**config.mk**
```make
export PLATFORM = sky130hd
export DESIGN_NAME = clk_divider_prog
export DESIGN_NICKNAME = d
export VERILOG_FILES = /design/src/rtl/clk_div_pkg.sv /design/src/rtl/clk_div_chan.sv /design/src/rtl/clk_divider_prog.sv
export SDC_FILE = /design/constraint.sdc
export NUM_CORES = 1
export LEC_CHECK = 0
export CAP_MARGIN = 20
export CELL_PAD_IN_SITES_DETAIL_PLACEMENT = 1
export CELL_PAD_IN_SITES_GLOBAL_PLACEMENT = 1
export CORE_MARGIN = 5
export CORE_UTILIZATION = 49
export CTS_CLUSTER_DIAMETER = 100
export DETAILED_ROUTE_END_ITERATION = 7
export GPL_ROUTABILITY_DRIVEN = 0
export PLACE_DENSITY_LB_ADDON = 0.1
export RECOVER_POWER = 50
export SLEW_MARGIN = 20
export SYNTH_ARGS = -nofsm -noshare
export SYNTH_HDL_FRONTEND = slang
export SYNTH_SLANG_ARGS = --single-unit
export TNS_END_PERCENT = 20
```
**constraint.sdc**
```tcl
create_clock -name clk_in -period 5.1 [get_ports clk_in]
set_input_delay 1.275 -clock clk_in [delete_from_list [all_inputs] [get_ports clk_in]]
set_output_delay 1.275 -clock clk_in [all_outputs]
set_load 0.05 [all_outputs]
```
**src/rtl/clk_div_pkg.sv**
```systemverilog
// Shared helpers for the programmable clock divider: channel-index width,
// ratio clamping and high-phase length.
package clk_div_pkg;

  localparam int unsigned MIN_DIV = 2;

  function automatic int ch_w(input int n);
    return (n > 1) ? $clog2(n) : 1;
  endfunction

  // Ratios below MIN_DIV cannot produce a valid low phase, so they saturate up.
  function automatic int unsigned clamp_div(input int unsigned d);
    return (d < MIN_DIV) ? MIN_DIV : d;
  endfunction

  function automatic int unsigned hi_len(input int unsigned n);
    return (n + 1) >> 1;
  endfunction

endpackage

```
**src/rtl/clk_div_chan.sv**
```systemverilog
// One divider channel: period counter, latched ratio, pending-ratio slot and
// registered clk_out/tick outputs. Ratio and run changes land on period edges.
module clk_div_chan
  import clk_div_pkg::*;
#(
  parameter int DIV_W       = 8,
  parameter int DEFAULT_DIV = 4
) (
  input  logic             clk_in,
  input  logic             rst_n,
  input  logic             en,
  input  logic             load,
  input  logic [DIV_W-1:0] load_div,
  output logic             pending,
  output logic             clk_out,
  output logic             tick,
  output logic             active
);

  logic [DIV_W-1:0] cnt;
  logic [DIV_W-1:0] div;
  logic [DIV_W-1:0] pend_div;
  logic [DIV_W-1:0] cnt_nxt;
  logic [DIV_W-1:0] div_nxt;
  logic             wrap;
  logic             apply;
  logic             act_nxt;
  logic             clk_nxt;

  assign wrap    = (cnt == div - DIV_W'(1));
  assign apply   = pending && (!active || wrap);
  assign div_nxt = apply ? pend_div : div;

  // Idle or wrapping channels decide run/stop from the enable level; a running
  // channel otherwise always finishes its period.
  always_comb begin
    act_nxt = active;
    cnt_nxt = cnt + DIV_W'(1);
    if (!active || wrap) begin
      act_nxt = en;
      cnt_nxt = '0;
    end
  end

  assign clk_nxt = act_nxt &&
                   ({1'b0, cnt_nxt} < (DIV_W+1)'(hi_len(32'(div_nxt))));

  always_ff @(posedge clk_in or negedge rst_n) begin
    if (!rst_n) begin
      cnt      <= '0;
      div      <= DIV_W'(DEFAULT_DIV);
      pend_div <= DIV_W'(DEFAULT_DIV);
      pending  <= 1'b0;
      active   <= 1'b0;
      clk_out  <= 1'b0;
      tick     <= 1'b0;
    end else begin
      cnt     <= cnt_nxt;
      div     <= div_nxt;
      active  <= act_nxt;
      clk_out <= clk_nxt;
      tick    <= act_nxt && (cnt_nxt == '0);
      // load and apply are exclusive: load needs pending low, apply needs it high
      if (load) begin
        pend_div <= DIV_W'(clamp_div(32'(load_div)));
        pending  <= 1'b1;
      end else if (apply) begin
        pending  <= 1'b0;
      end
    end
  end

endmodule

```
**src/rtl/clk_divider_prog.sv**
```systemverilog
// Multi-channel run-time programmable integer clock divider: config decode
// and handshake, plus NUM_CH independent divider channels.
module clk_divider_prog
  import clk_div_pkg::*;
#(
  parameter int NUM_CH      = 4,
  parameter int DIV_W       = 8,
  parameter int DEFAULT_DIV = 4
) (
  input  logic                     clk_in,
  input  logic                     rst_n,
  input  logic [NUM_CH-1:0]        ch_en,
  input  logic                     cfg_valid,
  input  logic [ch_w(NUM_CH)-1:0]  cfg_ch,
  input  logic [DIV_W-1:0]         cfg_div,
  output logic                     cfg_ready,
  output logic [NUM_CH-1:0]        clk_out,
  output logic [NUM_CH-1:0]        tick,
  output logic [NUM_CH-1:0]        active
);

  localparam int CH_W = ch_w(NUM_CH);

  logic [NUM_CH-1:0] pending;
  logic [NUM_CH-1:0] load;

  // Indices with no channel behind them stay ready so stray writes drain.
  always_comb begin
    cfg_ready = 1'b1;
    for (int i = 0; i < NUM_CH; i++) begin
      if (cfg_ch == CH_W'(i)) cfg_ready = ~pending[i];
    end
  end

  for (genvar g = 0; g < NUM_CH; g++) begin : g_ch
    assign load[g] = cfg_valid && (cfg_ch == CH_W'(g)) && !pending[g];

    clk_div_chan #(
      .DIV_W       (DIV_W),
      .DEFAULT_DIV (DEFAULT_DIV)
    ) u_chan (
      .clk_in   (clk_in),
      .rst_n    (rst_n),
      .en       (ch_en[g]),
      .load     (load[g]),
      .load_div (cfg_div),
      .pending  (pending[g]),
      .clk_out  (clk_out[g]),
      .tick     (tick[g]),
      .active   (active[g])
    );
  end

endmodule

```
# [Yosys cells after proc, flatten, opt, wreduce, memory -nomap -nowiden]
# Cells that the tools add are included.
[totals] ram_bits=0 romBits=0 ff_bits=112 inputBits=17 mem_count=0 out_inout_bits=13 latch_bits=0 wordCells=122
[op_classes] shifts=0 mux=25 mul=0 reduce_logical=41 div_mod_pow=0 add_sub_neg=12 bitwise_logic=4 magnitude_cmp=5 eq_ne=7
[op_table] cell="2-to-1 mux 8 bit" count=9
[op_table] cell="adder 8 x 1 -> 9 bit (second input constant)" count=4
[op_table] cell="< comparator 8 x 9 -> 1 bit" count=4
[op_table] cell="adder 8 x 1 -> 8 bit (second input constant)" count=4
[op_table] cell="equality test 8 bit" count=4
[op_table] cell="zero test 8 bit" count=4
[op_table] cell="subtractor 8 x 1 -> 8 bit (second input constant)" count=4
[op_table] cell="logical AND 1 bit" count=20
[op_table] cell="2-to-1 mux 1 bit" count=16
[op_table] cell="zero test 1 bit" count=8
[op_table] cell="< comparator 8 x 2 -> 1 bit (second input constant)" count=1
[op_table] cell="nonzero test 2 bit" count=4
[op_table] cell="equality test 2 bit (second input constant)" count=2
[op_table] cell="logical OR 1 bit" count=4
[op_table] cell="inverter 1 bit" count=4
[op_table] cell="equality test 2 x 1 -> 1 bit (second input constant)" count=1
[op_table] cell="zero test 2 bit" count=1

# [Longest topological paths before layout]
# Gate-level depths: netlist (run 1).
[logic_depth] word_depth=8 depth_mapped=24 mapped_depth_nobuf=22

# [Cells and area by module]
# A second synthesis (run 1) with hierarchy kept.
[unflattened] hier_cells=839 hier_area_um2=8131.5
[modules_own_cells] module="clk_div_chan" n_inst=4 cells_per_inst=208 area_each_um2=2016.9 seq_area_each_um2=703.2
[modules_own_cells] module="clk_divider_prog" n_inst=1 cells_per_inst=7 area_each_um2=63.8 seq_area_each_um2=0.0

# [Worst setup path after synthesis (run 1)]
# OpenSTA, ideal clock, no wires.
[synth_timing] path_type="flip-flop to flip-flop" startpoint="register g_ch[1].u_chan.div[3]" endpoint="register g_ch[1].u_chan.clk_out" setup_ns=0.094 arrival_time_ns=4.066 path_slack_ns=0.940 required_time_ns=5.006 path_stages_with_launch=23 cell_sequence="dfrtp_1 > buf_6 > or3_4 > o21a_1 > or3_1 > a211oi_2 > a31o_4 > nand2_4 > buf_6 > mux2i_1 > ha_1 > inv_1 > or3_1 > a21oi_1 > and4b_1 > ha_1 > a21oi_1 > nor2b_1 > o21ai_0 > nand2b_1 > a21oi_1 > o21ai_0 > a211oi_1"
[synth_between] elab_chain_cells=8
[synth_rtl] element="start: declaration" line_no="clk_div_chan.sv:21" source="logic [DIV_W-1:0] div;"
[synth_rtl] element="start signal: assignment" line_no="clk_div_chan.sv:51" source="div <= DIV_W'(DEFAULT_DIV);"
[synth_rtl] element="start signal: assignment" line_no="clk_div_chan.sv:59" source="div <= div_nxt;"
[synth_rtl] element="subtractor 8 x 1 -> 8 bit" line_no="clk_div_chan.sv:30" source="assign wrap = (cnt == div - DIV_W'(1));"
[synth_rtl] element="equality test 8 bit" line_no="clk_div_chan.sv:30"
[synth_rtl] element="logical OR 1 bit" line_no="clk_div_chan.sv:31" source="assign apply = pending && (!active || wrap);"
[synth_rtl] element="logical AND 1 bit" line_no="clk_div_chan.sv:31"
[synth_rtl] element="2-to-1 mux 8 bit" line_no="clk_div_chan.sv:32" source="assign div_nxt = apply ? pend_div : div;"
[synth_rtl] element="via g_ch[1].u_chan.div_nxt[0]" line_no="clk_div_chan.sv:24" source="logic [DIV_W-1:0] div_nxt;"
[synth_rtl] element="adder 8 x 1 -> 9 bit" line_no="clk_div_pkg.sv:17" source="return (n + 1) >> 1;"
[synth_rtl] element="< comparator 8 x 9 -> 1 bit" line_no="clk_div_chan.sv:46" source="({1'b0, cnt_nxt} < (DIV_W+1)'(hi_len(32'(div_nxt))));"
[synth_rtl] element="logical AND 1 bit" line_no="clk_div_chan.sv:45" source="assign clk_nxt = act_nxt &&"
[synth_rtl] element="via g_ch[1].u_chan.clk_nxt" line_no="clk_div_chan.sv:28" source="logic clk_nxt;"
[synth_rtl] element="end signal: assignment" line_no="clk_div_chan.sv:61" source="clk_out <= clk_nxt;"
[synth_rtl] element="end: declaration" line_no="clk_div_chan.sv:15" source="output logic clk_out,"
# The timed path passes the listed nets, and every way through them passes these cells.
# A chain may end at the register's enable or synchronous reset.

# [Worst setup path after layout (run 1)]
# Ends and elaborated chain as after synthesis.

==> results.json, run 1 <==
{
  "grt_overflow": 0,
  "required_ns": 5.37,
  "finalPower_mw": 1.61,
  "rsz0062_at_grt": "false",
  "hpwlAfterDp_um": 13900,
  "timing.final.max_slew_violations": 51,
  "nets": 853,
  "grt_pass1_wl_um": 31000,
  "drc_errors": 0,
  "fmax_mhz": 209,
  "wl_per_cell_um": 18.5,
  "cp-start-kind": "register",
  "critPathKind": "register to register",
  "core_area_um2": 15100,
  "maxCapViolCount": 1,
  "antenna_found_initial": 0,
  "p_leak_nw": 3.58,
  "syn_avg_cell_area_um2": 9.43,
  "port_buffers": 29,
  "synth_edf_count": 0,
  "via_per_inst": 5.74,
  "synthesis.nets": 856,
  "worst_pin_slew_ns": 2.74,
  "dpl_cell_area_um2": 7860,
  "reg2reg_from": "g_ch[1].u_chan.div[3]",
  "clock_path_buffers": 2,
  "r2r-end": "g_ch[1].u_chan.clk_out",
  "drt_iter0_markers": 274,
  "dp_cells": 973,
  "violations": "capacitance limit, slew limit",
  "rrSetupSlack_ns": 0.31,
  "synth_top_area_share_pct": 34.5,
  "path_max_fanout": 14,
  "slew_headroom_pct": -82.5,
  "multi_input_area_um2": 4340,
  "grt_pass1_vias": 6028,
  "ys_seq_area_share_pct": 37.3,
  "area_growth_pct": 7.52,
  "clock_skew_ns": 0.0106,
  "yosys_register_bits": 112,
  "clk_pin_slew_ns": 0.08,
  "vias": 5679,
  "hold_class": "register to register",
  "setup_viol": 0,
  "synth_largest_area_cell": "dfrtp_1",
  "fin_crit_sh_pct": 93.9,
  "first_pass_iters": 4,
  "top_layer": "met4",
  "period_minus_slack_ns": 4.79,
  "worst_slack_ns": 0.313,
  "io_pins": 30,
  "synth_async_sr_flop_share_pct": 100,
  "cp.arrival_ns": 5.05,
  "pre_cts_ws_ns": 0.379,
  "yosysUniqueCellTypes": 64,
  "ys_warn_count": 0,
  "start_util_pct": 49.8,
  "pwr_density_cell_nw_per_um2": 198,
  "clock-root-buffer": "clkbuf_16",
  "ir_worst_vdd_mv": 0.108,
  "clkSinkCount": 112,
  "wl_met2_um": 8740,
  "fin_area_um2": 8100,
  "tns_ns": 0,
  "fillers": 1724,
  "numCtsBuffers": 9,
  "die_y_um": 134,
  "critPathCapture": "g_ch[1].u_chan.clk_out",
  "grt_usage_pct": 21.1,
  "cts_tree": "done",
  "fp.dieW_um": 134,
  "grt_max_degree": 51,
  "layout.cells.non_filler": 989,
  "finalHoldViolations": 0,
  "rows": 45,
  "netlist_instances": 799,
  "cts_hold_buf": 0,
  "cp-startpoint": "g_ch[1].u_chan.div[3]",
  "cp-end-kind": "register",
  "antenna_cells": 0,
  "layout.area.seq_um2": 2810,
  "cts_resized": 0,
  "drive_gt1_share_pct": 10.5,
  "routed_wl_um": 18300,
  "htreeDepth": 3,
  "synth_area_um2": 7540,
  "reg2regPathDepth": 20,
  "outcome": "complete, but fails checks",
  "dr_wl_met3_um": 625,
  "die-area_um2": 18000,
  "synth_top_flop_cell": "dfrtp_1",
  "antenna_left": 0,
  "clk_latency_ns": 0.35,
  "m1WireLength_um": 8610,
  "synth_area_leaders": "dfrtp_1 35%, xnor2_1 7.4%, ha_1 6.6%",
  "postCtsSetupBuffers": 0
}
[cells in the final DEF (no fill, tap or decap), types with 4 or more instances in the layout]
cell type	instances
mux2_4	6
buf_4	5
o211ai_1	5
nor2_1	67
nor3_1	14
xnor2_1	64
and3_1	18
nand2_1	61
mux2i_1	8
o21a_1	4
inv_1	31
a21oi_1	18
o31ai_1	5
mux2_1	4
nand3_1	49
nor2b_1	6
ha_1	40
nor4_1	7
clkbuf_16	9
nand3b_1	4
a32oi_1	4
mux2_2	43
clkdlybuf4s50_1	28
nand2b_1	8
dfrtp_1	104
o21ai_0	43
nand4_1	13
dfstp_2	8
xor2_1	48
clkbuf_1	6
a21o_1	12
a31oi_1	8
[flip-flops by register name, summed over array words and instances, names as in the netlist]
register	flops
g_ch.u_chan.pend_div	32
g_ch.u_chan.clk_out	4
g_ch.u_chan.active	4
g_ch.u_chan.tick	4
g_ch.u_chan.div	32
g_ch.u_chan.pending	4
g_ch.u_chan.cnt	32
[metrics by stage]
stage          hold slack (ns)  util (%)
6_report                 0.560      53.5
5_1_grt                  0.575      53.5
4_1_cts                  0.560      53.6
3_5_place_dp             0.561      51.9
3_3_place_gp             0.534      51.9
2_1_floorplan            0.496         -
[worst min-delay path by stage]
stage	start	to	slack (ns)	cells past startpoint
floorplan	g_ch[1].u_chan.cnt[0]	g_ch[1].u_chan.cnt[0]	0.50	1
global placement	g_ch[1].u_chan.pend_div[0]	g_ch[1].u_chan.pend_div[0]	0.53	2
detailed placement	g_ch[1].u_chan.pend_div[1]	g_ch[1].u_chan.div[1]	0.56	1
CTS	g_ch[1].u_chan.pend_div[1]	g_ch[1].u_chan.div[1]	0.56	1
global route	g_ch[1].u_chan.pend_div[1]	g_ch[1].u_chan.div[1]	0.57	1
finish	g_ch[1].u_chan.pend_div[1]	g_ch[1].u_chan.div[1]	0.56	1
[cells by family (layout without fill, tap and decap cells)]
group,count (synthesis),count (layout),share of synthesized area (%)
XOR/XNOR,112,112,13.0
AND/OR/NAND/NOR,270,270,17.8
flip-flops,112,112,37.3
multiplexers,62,62,9.58
adder cells (fa/ha/maj),40,40,6.64
buffers and inverters,82,84,5.00
AO/OA/AOI/OAI,121,121,10.7
[cell type report]
| type | count | share of cell area (%) |
|---|---|---|
| clock buffers | 13 | 2.96 |
| clock inverters | 3 | 0.262 |
| inverters | 31 | 1.44 |
| multi-input cells | 605 | 53.6 |
| flip-flops and latches | 112 | 34.7 |
| well taps | 188 | 2.90 |
| repair buffers | 37 | 4.14 |
[synthesized netlist by cell type, types with 2 or more instances]
cell type	number
xor2_1	48
nand3b_1	4
o21bai_1	3
mux2_4	6
o21a_1	4
nand4_1	13
buf_6	2
a21o_1	12
a31oi_1	8
buf_1	2
nand3_1	49
nor3_1	14
nand2b_1	8
or3_1	3
and4_1	3
a32oi_1	4
ha_1	40
a21oi_1	18
nand2_1	61
or4_1	2
buf_2	7
xnor2_1	64
o21ai_0	43
dfstp_2	8
o31ai_1	5
nor4_1	7
a211oi_1	2
mux2_2	43
and2_1	3
nor2b_1	6
mux2i_1	8
o211ai_1	5
mux2_1	4
dfrtp_1	104
nor2_1	67
a21boi_0	2
inv_1	31
clkbuf_1	28
buf_4	12
nor4b_1	3
o41ai_1	3
and3_1	18
[worst max-delay path, stage by stage, from the launching register on]
cell      delay [ns]
dfrtp_1         0.50
or3_4           0.42
o21a_1          0.19
or3_1           0.35
a211oi_1        0.32
a31o_4          0.31
nand2_4         0.18
mux2i_1         0.27
ha_1            0.30
inv_1           0.12
or3_1           0.32
a21oi_1         0.15
and4b_1         0.21
ha_1            0.18
a21oi_1         0.16
nor2b_1         0.06
o21ai_0         0.14
nand2b_1        0.07
a21oi_1         0.14
o21ai_0         0.08
a211oi_1        0.21
[per-layer routing]
layer / vias to the layer above / track usage (%)
met4: 0 / 5.66
met3: 23 / 2.66
met1: 2812 / 29.3
met5: - / 0
li1: 2787 / -
met2: 57 / 35.1
[where the power goes]
group / total [mW] / switching, mW / internal (mW)
Sequential: 0.901 / 0.00706 / 0.894
Clock: 0.657 / 0.323 / 0.334
Combinational: 0.0496 / 0.0314 / 0.0181
Total: 1.61 / 0.361 / 1.25
Note: power is estimated with default switching activity, not from simulation.
==> inputs of run 2 (changes only) <==
CORE_UTILIZATION = 35   (was 49)
==> run 2 against run 1 <==
Compared with the run above: the flow still finishes with violations (capacitance limit, slew limit); worst setup slack improved by 0.12 ns; worst hold slack improved by 0.0070 ns; sequential cell count stayed put; wire length rose by 6.1%; clock power grew 11%; combinational power increased by 2%; die area is 37% higher; sequential share of layout area shrank 0.64 points; design area is 1.9% higher; via count is 0.39% higher; critical endpoint unchanged.
==> results.json, run 2 (same netlist as run 1, synthesis figures left out) <==
{
  "outcome": "complete, but fails checks",
  "violations": "capacitance limit, slew limit",
  "tns_ns": 0,
  "multi_input_area_um2": 4350,
  "reg2reg_from": "g_ch[1].u_chan.div[3]",
  "clock-root-buffer": "clkbuf_16",
  "grt_pass1_vias": 6223,
  "fp.dieW_um": 157,
  "layout.area.seq_um2": 2810,
  "antenna_found_initial": 0,
  "fmax_mhz": 214,
  "antenna_left": 0,
  "hp-start": "g_ch[1].u_chan.pend_div[0]",
  "cp-start-kind": "register",
  "slew_headroom_pct": -62.5,
  "htreeDepth": 3,
  "maxCapViolCount": 1,
  "die-area_um2": 24600,
  "rows": 53,
  "path_max_fanout": 14,
  "worst_pin_slew_ns": 2.44,
  "clock_path_buffers": 2,
  "die_y_um": 157,
  "grt_usage_pct": 16.4,
  "r2r-end": "g_ch[1].u_chan.clk_out",
  "worst_slack_ns": 0.434,
  "numCtsBuffers": 9,
  "port_buffers": 29,
  "first_pass_iters": 4,
  "via_per_inst": 5.29,
  "fin_crit_sh_pct": 91.5,
  "nets": 854,
  "antenna_cells": 0,
  "cp-startpoint": "g_ch[1].u_chan.div[3]",
  "reg2regPathDepth": 20,
  "clock_skew_ns": 0.00763,
  "pwr-share-clk_pct": 43.4,
  "critPathKind": "register to register",
  "top_regs": "g_ch.u_chan.cnt x32, g_ch.u_chan.div x32, g_ch.u_chan.pend_div x32",
  "grt_pass1_wl_um": 32400,
  "pwr_density_cell_nw_per_um2": 204,
  "cp.arrival_ns": 4.92,
  "power.share.sequential_pct": 53.6,
  "vias": 5701,
  "rsz0062_at_grt": "false",
  "io_pins": 30,
  "drc_errors": 0,
  "finalHoldViolations": 0,
  "cp-end-kind": "register",
  "setup_viol": 0,
  "area_growth_pct": 9.55,
  "routed_wl_um": 19400,
  "p_sw_share_pct": 22.3,
  "drive_gt1_share_pct": 10.7,
  "whs_endpoint": "g_ch[1].u_chan.pend_div[0]",
  "hpwlAfterDp_um": 14800,
  "grt_overflow": 0,
  "clkSinkCount": 112,
  "cts_tree": "done",
  "clk_pin_slew_ns": 0.07,
  "core_area_um2": 21100,
  "mostFrequentLayoutCells": "104 x dfrtp_1, 67 x nor2_1, 64 x xnor2_1",
  "pre_cts_ws_ns": 0.350,
  "start_util_pct": 35.7,
  "fillers": 2411,
  "mostFrequentLayoutCell": "dfrtp_1",
  "wl_per_cell_um": 18.0,
  "worstHoldPathCells": 2,
  "internal_power_mw": 1.31,
  "rrSetupSlack_ns": 0.43,
  "required_ns": 5.35,
  "p_leak_nw": 3.60,
  "hold_class": "register to register",
  "period_minus_slack_ns": 4.67,
  "timing.final.max_slew_violations": 44,
  "clk_latency_ns": 0.35,
  "drt_iter0_markers": 243,
  "p_comb_share_pct": 3.0,
  "ir_worst_vdd_mv": 0.165,
  "grt_max_degree": 48,
  "p_sw_uw": 375
}
[run 2: worst max path at each step]
stage / to / slack (ns) / cells after the start
finish: g_ch[1].u_chan.clk_out / 0.43 / 20
global route: g_ch[1].u_chan.clk_out / 0.07 / 20
CTS: g_ch[1].u_chan.clk_out / 0.29 / 20
detailed placement: g_ch[1].u_chan.clk_out / 0.35 / 20
global placement: g_ch[1].u_chan.clk_out / 0.58 / 20
floorplan: g_ch[1].u_chan.clk_out / 0.94 / 22
[run 2: critical path, cell delays in order (launching register included)]
cell      delay (ns)
dfrtp_1         0.50
or3_4           0.43
o21a_1          0.19
or3_1           0.37
a211oi_2        0.29
a31o_4          0.21
nand2_4         0.15
mux2i_1         0.25
ha_1            0.28
inv_1           0.13
or3_1           0.32
a21oi_1         0.14
and4b_1         0.21
ha_1            0.18
a21oi_1         0.15
nor2b_1         0.06
o21ai_0         0.15
nand2b_1        0.07
a21oi_1         0.13
o21ai_0         0.09
a211oi_1        0.25
[run 2: area by class of cell]
type | instances | share of cell area (%)
clock buffer | 13 | 3.03
clock inverter | 3 | 0.515
inverter | 31 | 1.41
multi-input combinational | 605 | 52.7
sequential | 112 | 34.1
tap | 275 | 4.17
timing repair buffer | 38 | 4.14
[run 2: what timing repair did]
item,in CTS,in global routing
buffers inserted,0,1
gates resized for setup,0,1
hold buffers,0,0
endpoints found under the setup margin,0,1
[run 2: metrics by stage]
stage	util (%)	cells	power [mW]	hold WS [ns]	area, µm²
after floorplan	-	799	0.927	0.496	7540
after global placement	37.8	1060	0.970	0.535	7970
after detailed placement	37.8	1060	0.972	0.556	7970
after CTS	39.2	1076	1.71	0.574	8260
after global routing	39.2	1077	1.75	0.605	8260
final	39.2	1077	1.68	0.567	8260
[run 2: layer usage]
layer  share of wire (%)  vias up  wire (µm)  global-route usage [%]
li1                    -     2782          -                       -
met1                  49     2856       9570                    22.6
met2                  47       45       9170                    27.0
met3                 1.7       18        329                    1.94
met4                 1.6        0        303                    5.17
met5                   0        -          0                       0
[run 2: power groups by stage]
stage	Clock (mW)	Combinational, mW	Sequential [mW]
after floorplan	0	0.0111	0.915
after CTS	0.760	0.0545	0.900
final	0.730	0.0508	0.900
after global placement	0	0.0529	0.917
after detailed placement	0	0.0543	0.918
after global routing	0.792	0.0578	0.902
==> inputs of run 3 (changes only) <==
clock period = 6.06 ns   (was 5.1 ns; I/O delays follow)
==> run 3 against run 2 <==
Compared with the run above: the run still ends with capacitance limit, slew limit left; clock skew up 0.0019 ns; power down 13%; sequential share of layout area up 0.10 points; core utilization down 0.12 points; fmax down 9.6%; design area down 0.30%; first-iteration DRC count up 7.4%; cell count down 0.19%; non-clock buffer count down 2; clock power down 8.9%; sequential cell count unchanged; largest power group unchanged.
==> results.json, run 3 (same netlist as run 1, synthesis figures left out) <==
{
  "reg2reg_from": "g_ch[1].u_chan.div[3]",
  "vias": 5672,
  "cts_hold_buf": 0,
  "rrSetupSlack_ns": 0.90,
  "layout.area.seq_um2": 2810,
  "drt_iter0_markers": 261,
  "required_ns": 6.33,
  "clkSinkCount": 112,
  "use_met1_pct": 22.8,
  "finalPower_mw": 1.46,
  "clock_skew_ns": 0.00955,
  "finalHoldViolations": 0,
  "core_area_um2": 21100,
  "routed_wl_um": 19100,
  "worst_pin_slew_ns": 3.55,
  "antenna_left": 0,
  "r2r-end": "g_ch[1].u_chan.clk_out",
  "die-area_um2": 24600,
  "cp.arrival_ns": 5.43,
  "antenna_cells": 0,
  "pwr_density_cell_nw_per_um2": 178,
  "timing.hold.ws_ns": 0.559,
  "crit_cells": 20,
  "fin_area_um2": 8230,
  "grt_max_degree": 60,
  "critPathMaxStageDelay_ns": 0.57,
  "ir_worst_vdd_mv": 0.124,
  "pwr-share-clk_pct": 45.4,
  "first_pass_iters": 4,
  "grt.busiest_layer": "met2",
  "io_pins": 30,
  "critPathCapture": "g_ch[1].u_chan.clk_out",
  "cp-start-kind": "register",
  "wl_per_cell_um": 17.8,
  "fp.dieW_um": 157,
  "cts_tree": "done",
  "drive_gt1_share_pct": 10.1,
  "cp_slowest_cell": "a31o_1",
  "met2_usage_pct": 27.1,
  "reg2regPathDepth": 20,
  "rsz0062_at_grt": "false",
  "hpwlAfterDp_um": 14400,
  "fin_crit_sh_pct": 85.2,
  "fillers": 2421,
  "area_growth_pct": 9.21,
  "cp.buffers_inverters": 1,
  "via_per_inst": 5.28,
  "p_sw_share_pct": 22.1,
  "htreeDepth": 3,
  "grt_pass1_vias": 6188,
  "critPathKind": "register to register",
  "postCtsSetupBuffers": 0,
  "violations": "capacitance limit, slew limit",
  "antenna_found_initial": 0,
  "grt_overflow": 0,
  "tns_ns": 0,
  "cts_resized": 0,
  "numCtsBuffers": 9,
  "clock_path_buffers": 2,
  "p_comb_share_pct": 2.9,
  "slew_headroom_pct": -137,
  "outcome": "complete, but fails checks",
  "maxCapViolCount": 1,
  "cp-startpoint": "g_ch[1].u_chan.div[3]",
  "cpLargestDelayFamily": "compound AO/OA/AOI/OAI gates",
  "top_regs": "g_ch.u_chan.cnt x32, g_ch.u_chan.div x32, g_ch.u_chan.pend_div x32",
  "mostFrequentLayoutCells": "104 x dfrtp_1, 67 x nor2_1, 64 x xnor2_1",
  "p_sw_uw": 323,
  "period_minus_slack_ns": 5.16,
  "timing.final.max_slew_violations": 60,
  "rows": 53,
  "fmax_mhz": 194,
  "power.share.sequential_pct": 51.7,
  "cp_cell_sequence": "or3_1, o21a_1, or3_1, a211oi_2, a31o_1, nand2_4, mux2i_1, ha_1, inv_1, or3_1, a21oi_1, and4b_1, ha_1, a21oi_1, nor2b_1, o21ai_0, nand2b_1, a21oi_1, o21ai_0, a211oi_1",
  "mostFrequentLayoutCell": "dfrtp_1",
  "hold_class": "register to register",
  "dp_cells": 1059,
  "layout.cells.non_filler": 1075,
  "gr-usage-met3_pct": 2.63,
  "cp-end-kind": "register",
  "setup_viol": 0,
  "internal_power_mw": 1.14,
  "port_buffers": 29,
  "die_y_um": 157,
  "multi_input_area_um2": 4320,
  "start_util_pct": 35.7,
  "path_max_fanout": 14,
  "nets": 852,
  "grt_usage_pct": 16.4,
  "grt_pass1_wl_um": 32500,
  "clk_latency_ns": 0.36,
  "clk_pin_slew_ns": 0.07,
  "p_leak_nw": 3.60,
  "drc_errors": 0,
  "clock-root-buffer": "clkbuf_16",
  "dpl_cell_area_um2": 7960
}
[run 3: power by group through the flow]
stage	registers, mW	clock network (mW)	logic, mW
4_1_cts	0.757	0.692	0.0454
5_1_grt	0.759	0.721	0.0487
3_3_place_gp	0.772	0	0.0443
2_1_floorplan	0.770	0	0.00937
3_5_place_dp	0.772	0	0.0450
6_report	0.757	0.665	0.0425
[run 3: worst min path at each step]
stage                                     startpoint                          to  slack, ns  cells after the start
after floorplan                g_ch[1].u_chan.cnt[0]       g_ch[1].u_chan.cnt[0]       0.50                      1
after global placement    g_ch[1].u_chan.pend_div[0]  g_ch[1].u_chan.pend_div[0]       0.53                      2
after detailed placement  g_ch[1].u_chan.pend_div[1]       g_ch[1].u_chan.div[1]       0.56                      1
after CTS                 g_ch[1].u_chan.pend_div[0]  g_ch[1].u_chan.pend_div[0]       0.57                      2
after global routing      g_ch[1].u_chan.pend_div[1]       g_ch[1].u_chan.div[1]       0.60                      1
final                     g_ch[1].u_chan.pend_div[0]  g_ch[1].u_chan.pend_div[0]       0.56                      2
[run 3: metal layers]
metal	part of all wire, %	vias to the layer above
li1	-	2774
met1	50	2846
met2	47	42
met3	2.1	10
met4	0.82	0
met5	0	-
[run 3: worst min-delay path, delay by kind of cell, from the launching register on]
kind | cells | cell delay [ns]
buffers and inverters | 1 | 0.07
flip-flops | 1 | 0.38
multiplexers | 1 | 0.06
[run 3: cell type report]
| type | count | area share (%) |
|---|---|---|
| clock inverters | 5 | 0.958 |
| inverters | 31 | 1.41 |
| flip-flops and latches | 112 | 34.2 |
| well taps | 275 | 4.18 |
| clock buffers | 11 | 2.95 |
| multi-input cells | 605 | 52.4 |
| repair buffers | 36 | 3.91 |
[run 3: metrics by stage]
| step | worst slack [ns] | utilization, % |
|---|---|---|
| 2_1_floorplan | 1.90 | - |
| 3_3_place_gp | 1.12 | 37.8 |
| 3_5_place_dp | 1.09 | 37.8 |
| 4_1_cts | 1.09 | 39.3 |
| 5_1_grt | 0.421 | 39.0 |
| 6_report | 0.896 | 39.0 |
